==> config.mk <==
export PLATFORM = sky130hd
export DESIGN_NAME = pipeline_control_unit
export DESIGN_NICKNAME = d
export VERILOG_FILES = /design/src/rtl/pipeline_control_unit.sv
export SDC_FILE = /design/constraint.sdc
export NUM_CORES = 1
export LEC_CHECK = 0
export BUFFER_PORTS_ARGS = -buffer_cell sky130_fd_sc_hd__buf_2
export CAP_MARGIN = 10
export CORE_ASPECT_RATIO = 0.8
export CORE_MARGIN = 4
export CORE_UTILIZATION = 47
export CTS_CLUSTER_DIAMETER = 100
export DETAILED_ROUTE_END_ITERATION = 8
export HOLD_SLACK_MARGIN = 0.15
export PLACE_DENSITY = 0.92
export SETUP_SLACK_MARGIN = 0.3
export SYNTH_ARGS = -nofsm -noshare
export SYNTH_HDL_FRONTEND = slang
export SYNTH_SLANG_ARGS = --single-unit
export TNS_END_PERCENT = 50
==> constraint.sdc <==
create_clock -name clk -period 3.8 [get_ports clk]
set_input_delay 0.57 -clock clk [delete_from_list [all_inputs] [get_ports clk]]
set_output_delay 0.57 -clock clk [all_outputs]
set_load 0.03 [all_outputs]
==> src/rtl/pipeline_control_unit.sv <==
// pipeline_control_unit
//   Pipelined RV32I control unit. Decodes the Decode-stage instruction,
//   carries the control word through the E, M and W pipeline registers,
//   resolves branches/jumps in Execute from the ALU flags and replaces the
//   wrong-path instruction entering E with a bubble when a redirect is taken.
//
// Parameters
//   EXT_M      : 1 = R-type funct7=0000001 funct3=000 decodes as MUL, 0 = illegal
//   ALU_CTRL_W : width of ALUControl_e (>= 4, upper bits are zero)
//
// Ports
//   clk, rst         : clock, synchronous active-high reset
//   instr_d          : instruction in Decode
//   flush_e          : hazard unit request to load a bubble into E
//   zero_e/lt_e/ltu_e: ALU flags for the E-stage instruction
//   ImmSrc_d         : immediate format (000 I, 001 S, 010 B, 011 J, 100 U)
//   illegal_d        : unsupported opcode/funct combination in Decode
//   ALUControl_e     : ALU operation for the E-stage instruction
//   ALUSrc_e         : 1 = immediate as ALU operand B
//   PCSrc_e          : redirect PC (combinational from E state and flags)
//   PCTargetSrc_e    : 1 = target from ALU result (JALR), 0 = PC+imm
//   ResultSrc_e0     : ResultSrc bit 0 in E (load-use detection)
//   RegWrite_m       : M-stage register write
//   MemWrite_m       : data memory write enable
//   RegWrite_w       : W-stage register write
//   ResultSrc_w      : 00 ALU, 01 memory, 10 PC+4
module pipeline_control_unit #(
   parameter int EXT_M      = 0,
   parameter int ALU_CTRL_W = 4
) (
   input  logic                  clk,
   input  logic                  rst,
   input  logic [31:0]           instr_d,
   input  logic                  flush_e,
   input  logic                  zero_e,
   input  logic                  lt_e,
   input  logic                  ltu_e,
   output logic [2:0]            ImmSrc_d,
   output logic                  illegal_d,
   output logic [ALU_CTRL_W-1:0] ALUControl_e,
   output logic                  ALUSrc_e,
   output logic                  PCSrc_e,
   output logic                  PCTargetSrc_e,
   output logic                  ResultSrc_e0,
   output logic                  RegWrite_m,
   output logic                  MemWrite_m,
   output logic                  RegWrite_w,
   output logic [1:0]            ResultSrc_w
);

   localparam logic [6:0] OP_R      = 7'b0110011;
   localparam logic [6:0] OP_I      = 7'b0010011;
   localparam logic [6:0] OP_LOAD   = 7'b0000011;
   localparam logic [6:0] OP_STORE  = 7'b0100011;
   localparam logic [6:0] OP_BRANCH = 7'b1100011;
   localparam logic [6:0] OP_JAL    = 7'b1101111;
   localparam logic [6:0] OP_JALR   = 7'b1100111;
   localparam logic [6:0] OP_LUI    = 7'b0110111;

   localparam logic [3:0] ALU_ADD  = 4'b0000;
   localparam logic [3:0] ALU_SUB  = 4'b0001;
   localparam logic [3:0] ALU_AND  = 4'b0010;
   localparam logic [3:0] ALU_OR   = 4'b0011;
   localparam logic [3:0] ALU_XOR  = 4'b0100;
   localparam logic [3:0] ALU_SLT  = 4'b0101;
   localparam logic [3:0] ALU_SLTU = 4'b0110;
   localparam logic [3:0] ALU_SLL  = 4'b0111;
   localparam logic [3:0] ALU_SRL  = 4'b1000;
   localparam logic [3:0] ALU_SRA  = 4'b1001;
   localparam logic [3:0] ALU_PASB = 4'b1010;
   localparam logic [3:0] ALU_MUL  = 4'b1011;

   localparam logic [2:0] IMM_I = 3'b000;
   localparam logic [2:0] IMM_S = 3'b001;
   localparam logic [2:0] IMM_B = 3'b010;
   localparam logic [2:0] IMM_J = 3'b011;
   localparam logic [2:0] IMM_U = 3'b100;

   typedef struct packed {
      logic       reg_write;
      logic [1:0] result_src;
      logic       mem_write;
      logic       jump;
      logic       branch;
      logic [2:0] funct3;
      logic [3:0] alu_ctrl;
      logic       alu_src;
      logic       pc_tgt_src;
   } ctl_t;

   logic [6:0] opcode;
   logic [2:0] funct3;
   logic [6:0] funct7;
   logic       unused_instr;

   assign opcode       = instr_d[6:0];
   assign funct3       = instr_d[14:12];
   assign funct7       = instr_d[31:25];
   assign unused_instr = ^{instr_d[24:15], instr_d[11:7]};

   ctl_t       dec;
   logic [2:0] imm_src;
   logic       illegal;

   ctl_t       e_d, e_q;
   logic       m_reg_write_q, m_mem_write_q, w_reg_write_q;
   logic [1:0] m_result_src_q, w_result_src_q;
   logic       br_cond;

   // Decode stage
   always_comb begin
      dec        = '0;
      imm_src    = IMM_I;
      illegal    = 1'b0;
      dec.funct3 = funct3;
      case (opcode)
         OP_R: begin
            dec.reg_write = 1'b1;
            if (funct7 == 7'b0000001) begin
               if (EXT_M != 0 && funct3 == 3'b000) dec.alu_ctrl = ALU_MUL;
               else                                illegal      = 1'b1;
            end else if (funct7 == 7'b0000000 ||
                         (funct7 == 7'b0100000 && (funct3 == 3'b000 || funct3 == 3'b101))) begin
               case (funct3)
                  3'b000:  dec.alu_ctrl = funct7[5] ? ALU_SUB : ALU_ADD;
                  3'b001:  dec.alu_ctrl = ALU_SLL;
                  3'b010:  dec.alu_ctrl = ALU_SLT;
                  3'b011:  dec.alu_ctrl = ALU_SLTU;
                  3'b100:  dec.alu_ctrl = ALU_XOR;
                  3'b101:  dec.alu_ctrl = funct7[5] ? ALU_SRA : ALU_SRL;
                  3'b110:  dec.alu_ctrl = ALU_OR;
                  default: dec.alu_ctrl = ALU_AND;
               endcase
            end else begin
               illegal = 1'b1;
            end
         end
         OP_I: begin
            dec.reg_write = 1'b1;
            dec.alu_src   = 1'b1;
            // Only the shifts use funct7; elsewhere those bits are immediate.
            case (funct3)
               3'b000:  dec.alu_ctrl = ALU_ADD;
               3'b010:  dec.alu_ctrl = ALU_SLT;
               3'b011:  dec.alu_ctrl = ALU_SLTU;
               3'b100:  dec.alu_ctrl = ALU_XOR;
               3'b110:  dec.alu_ctrl = ALU_OR;
               3'b111:  dec.alu_ctrl = ALU_AND;
               3'b001: begin
                  dec.alu_ctrl = ALU_SLL;
                  illegal      = (funct7 != 7'b0000000);
               end
               default: begin
                  dec.alu_ctrl = funct7[5] ? ALU_SRA : ALU_SRL;
                  illegal      = (funct7 != 7'b0000000) && (funct7 != 7'b0100000);
               end
            endcase
         end
         OP_LOAD: begin
            dec.reg_write  = 1'b1;
            dec.alu_src    = 1'b1;
            dec.result_src = 2'b01;
            illegal        = (funct3 == 3'b011) || (funct3[2:1] == 2'b11);
         end
         OP_STORE: begin
            dec.mem_write = 1'b1;
            dec.alu_src   = 1'b1;
            imm_src       = IMM_S;
            illegal       = (funct3[2] == 1'b1) || (funct3 == 3'b011);
         end
         OP_BRANCH: begin
            dec.branch   = 1'b1;
            dec.alu_ctrl = ALU_SUB;
            imm_src      = IMM_B;
         end
         OP_JAL: begin
            dec.jump       = 1'b1;
            dec.reg_write  = 1'b1;
            dec.result_src = 2'b10;
            imm_src        = IMM_J;
         end
         OP_JALR: begin
            dec.jump       = 1'b1;
            dec.pc_tgt_src = 1'b1;
            dec.alu_src    = 1'b1;
            dec.reg_write  = 1'b1;
            dec.result_src = 2'b10;
            illegal        = (funct3 != 3'b000);
         end
         OP_LUI: begin
            dec.reg_write = 1'b1;
            dec.alu_src   = 1'b1;
            dec.alu_ctrl  = ALU_PASB;
            imm_src       = IMM_U;
         end
         default: illegal = 1'b1;
      endcase
      // Illegal instructions travel as a bubble.
      if (illegal) begin
         dec     = '0;
         imm_src = IMM_I;
      end
   end

   assign ImmSrc_d  = imm_src;
   assign illegal_d = illegal;

   // Execute stage: branch resolution
   always_comb begin
      case (e_q.funct3)
         3'b000:  br_cond = zero_e;
         3'b001:  br_cond = ~zero_e;
         3'b100:  br_cond = lt_e;
         3'b101:  br_cond = ~lt_e;
         3'b110:  br_cond = ltu_e;
         3'b111:  br_cond = ~ltu_e;
         default: br_cond = 1'b0;
      endcase
   end

   assign PCSrc_e = e_q.jump | (e_q.branch & br_cond);

   // A taken redirect discards the instruction currently in Decode.
   assign e_d = (flush_e | PCSrc_e) ? '0 : dec;

   always_ff @(posedge clk) begin
      if (rst) begin
         e_q            <= '0;
         m_reg_write_q  <= 1'b0;
         m_mem_write_q  <= 1'b0;
         m_result_src_q <= 2'b00;
         w_reg_write_q  <= 1'b0;
         w_result_src_q <= 2'b00;
      end else begin
         e_q            <= e_d;
         m_reg_write_q  <= e_q.reg_write;
         m_mem_write_q  <= e_q.mem_write;
         m_result_src_q <= e_q.result_src;
         w_reg_write_q  <= m_reg_write_q;
         w_result_src_q <= m_result_src_q;
      end
   end

   assign ALUControl_e  = ALU_CTRL_W'(e_q.alu_ctrl);
   assign ALUSrc_e      = e_q.alu_src;
   assign PCTargetSrc_e = e_q.pc_tgt_src;
   assign ResultSrc_e0  = e_q.result_src[0];
   assign RegWrite_m    = m_reg_write_q;
   assign MemWrite_m    = m_mem_write_q;
   assign RegWrite_w    = w_reg_write_q;
   assign ResultSrc_w   = w_result_src_q;

endmodule

==> results.toml <==
[logic_synthesis]
synthCells = 124
seq_area_frac_synth_pct = 38.05
synth.cell_area_sq_um = 1157
synth.ff_latch_count = 22
synth_fa_ha_area_share_pct = 0
synth.distinct_cells = 36
synth-compound-area-share_pct = 15.03
number_of_enable_type_register_cells_in_the_synthesized_netlist = 0
yosysWarnings = 0
ys.flop_type = "sky130_fd_sc_hd__dfxtp_1"
synth_top_family_by_area = "simple AND/OR/NAND/NOR gates"
basic_gate_share_of_the_synthesized_area_counting_and_or_nand_and_nor_cells_pct = 33.84
muxShareOfSynthArea_pct = 0.8649
post_synth.cell_area_avg_sq_um = 9.334
biggest_area_consumer_among_synthesized_cells = "sky130_fd_sc_hd__dfxtp_1"
synth_xor_area_share_pct = 3.784
yosys.area.top_type_share_pct = 38.05
synth_nets = 162
async_flop_share_pct = 0
synthTopCellsByArea = "sky130_fd_sc_hd__dfxtp_1 38%, sky130_fd_sc_hd__nor2b_1 4.3%, sky130_fd_sc_hd__nor3_2 4.3%, sky130_fd_sc_hd__nor4_1 4.3%, sky130_fd_sc_hd__o21ai_0 3.9%"

[routing]
wire_per_inst_microns = 12.63
post-route-drc-count = 0
firstDrtPassIters = 4
num_vias = 984
detail_route.vias_per_cell = 5.467
ant_nets = 0
routed_wl_microns = 2274
drt_iter0_markers = 49

[global_routing]
grt_pass1_vias = 832
grt_max_degree = 18
wire_length_of_the_first_global_routing_pass_microns = 3629
grt_overflow_total = 0
gr-usage-all-layers_pct = 13.66
number_of_antenna_violations_at_the_first_check_in_global_routing = 0

[final_layout]
num-nets-final = 195
area.growth.synth_to_final_pct = 14.70
diodes = 0
drive_above_1_share_pct = 34.84
finish.instance_area_sq_um = 1328

[worst_setup_path]
cp_data_arrival_time_ps = 2320
crit_fanout = 17
critPathKind = "input port to output port"
crit_end_element = "output port"
worst-endpoint-required_ps = 3230
critical_path.startpoint_type = "input port"
reg2reg_setup_slack_ps = 1980

[clocking]
cts_inserted_buffers = 3
worstSkewPairLatency_ps = 280
post_cts.repair.setup_buffers = 0
cts_sinks = 22
holdBufCountCts = 0
path_clk_slew_ps = 100
ctsLongestPathBuffers = 2
post_cts_resize_count = 0
cts_tree = "built"
cts-root-buf = "sky130_fd_sc_hd__clkbuf_4"
htree_num_levels = 1

[floorplanning]
dieArea_sq_um = 3325
io-pin-count = 55
chipWidth_microns = 63.48
floorplan_core_area_sq_um = 2252
chipHeight_microns = 52.39
start_util_pct = 51.39
placementRows = 15

[pwr]
worst_voltage_drop_across_the_vdd_grid_mv = 0.1072
cellPowerDensity_nw_per_um2 = 290.3
power.leakage_nw = 0.5501

[placed_design]
dpl-instance-area_sq_um = 1305
place.gp.congestion = 0.9327
portBuffers = 39
detailed_place_hpwl_microns = 1834

[sta]
grt_setup_unrepaired = "false"
timing_hold_violations_final = 0
tightest_slew_ps = 652.9
timing.max_slew.rel_slack_pct = 56.08
finalSetupTns_ps = 0
layout_worst_path_cycle_share_pct = 76.03
timing_max_transition_violations_final = 0
fin_worst_skew_ps = 0.9161
period_needed_ps = 2889
fmaxAchievable_ghz = 0.3461
setup_viol = 0

[job]
drv_cap = 0

[hold_path]
worstHoldPathType = "flop to flop"

[outcome]
status = "completed"
-- Yosys cell counts (4+ instances only) --
master / instances
sky130_fd_sc_hd__nor3_1: 5
sky130_fd_sc_hd__nor2b_1: 8
sky130_fd_sc_hd__buf_4: 4
sky130_fd_sc_hd__nand2_1: 9
sky130_fd_sc_hd__nor4_1: 8
sky130_fd_sc_hd__o21ai_0: 9
sky130_fd_sc_hd__nor3_2: 5
sky130_fd_sc_hd__dfxtp_1: 22
sky130_fd_sc_hd__buf_2: 4
sky130_fd_sc_hd__nor2_1: 6
sky130_fd_sc_hd__inv_1: 5
sky130_fd_sc_hd__nand3_1: 5
-- layer usage --
| metal | track usage, % | up-vias | routed length [microns] |
|---|---|---|---|
| li1 | - | 510 | - |
| met1 | 18.51 | 427 | 1048 |
| met2 | 21.14 | 45 | 981 |
| met3 | 3.648 | 2 | 236 |
| met4 | 4.301 | 0 | 8 |
| met5 | 0 | - | 0 |
-- flip-flops by register name (all words and copies together), names as in the netlist --
signal	flops
m_result_src_q	2
ResultSrc_w	2
ALUSrc_e	1
MemWrite_m	1
ResultSrc_e0	1
RegWrite_w	1
e_q	8
RegWrite_m	1
PCTargetSrc_e	1
ALUControl_e	4
-- placed cells by master, fill, tap and decap left out, drive strengths merged --
cell / count
a31oi: 3
xor2: 3
nand4: 1
buf: 39
or3: 1
clkbuf: 3
inv: 5
nand2: 9
nand3: 5
nand3b: 3
nor4: 9
o31ai: 1
o311ai: 1
nand2b: 3
xnor2: 2
nand4b: 1
nor2: 6
a21oi: 2
o21ai: 9
a21boi: 1
a32oi: 1
nor2b: 8
dfxtp: 22
mux2i: 1
nor3: 10
a311oi: 1
a2111oi: 1
a41oi: 2
nor4b: 1
o211ai: 1
-- final cells by class --
type	instances	area, sq um
Tap cell	25	31.28
Sequential cell	22	440.4
Multi-Input combinational cell	86	619.3
Inverter	5	18.77
Clock buffer	3	22.52
Fill cell	199	924.6
Timing Repair Buffer	39	195.2
-- kinds of logic after synthesis --
kind of cell           after synthesis
XOR/XNOR                             5
flip-flops                          22
AND/OR/NAND/NOR                     57
AO/OA/AOI/OAI                       23
buffers and inverters               16
multiplexers                         1
-- report_power, final --
part / internal, W / switching [W]
Combinational: 0.0000215 / 0.0000382
Sequential: 0.000231 / 0.000000156
Clock: 0.0000368 / 0.0000580
-- path summary, 6_finish.rpt --
kind | from | end | cells after the start
setup reg to reg | e_q[6] | ALUControl_e[2] | 4
hold / removal | e_q[13] | m_result_src_q[1] | 1
hold reg to reg | e_q[13] | m_result_src_q[1] | 1
setup / recovery | instr_d[3] | ImmSrc_d[0] | 7
-- critical path, cell delays in order --
cell and delay [ps]:
sky130_fd_sc_hd__buf_2 140, sky130_fd_sc_hd__nand3b_4 200, sky130_fd_sc_hd__nor4b_4 470, sky130_fd_sc_hd__o31ai_2 170, sky130_fd_sc_hd__o211ai_4 470, sky130_fd_sc_hd__a21oi_1 100, sky130_fd_sc_hd__buf_2 200
-- metrics by stage --
step	cells	hold WS [ps]	worst slack (ps)	utilization, %	total power [W]
detailed placement	177	427.4	916.7	57.94	0.0002953
CTS	180	455.6	917.3	58.94	0.0003890
finish	180	448.5	910.9	58.94	0.0003854
global placement	177	416.4	985.9	57.94	0.0002931
floorplan	124	413.8	1136	-	0.0002757
global route	180	462.4	780.1	58.94	0.0004053
Power figures use the tool's default switching activity.
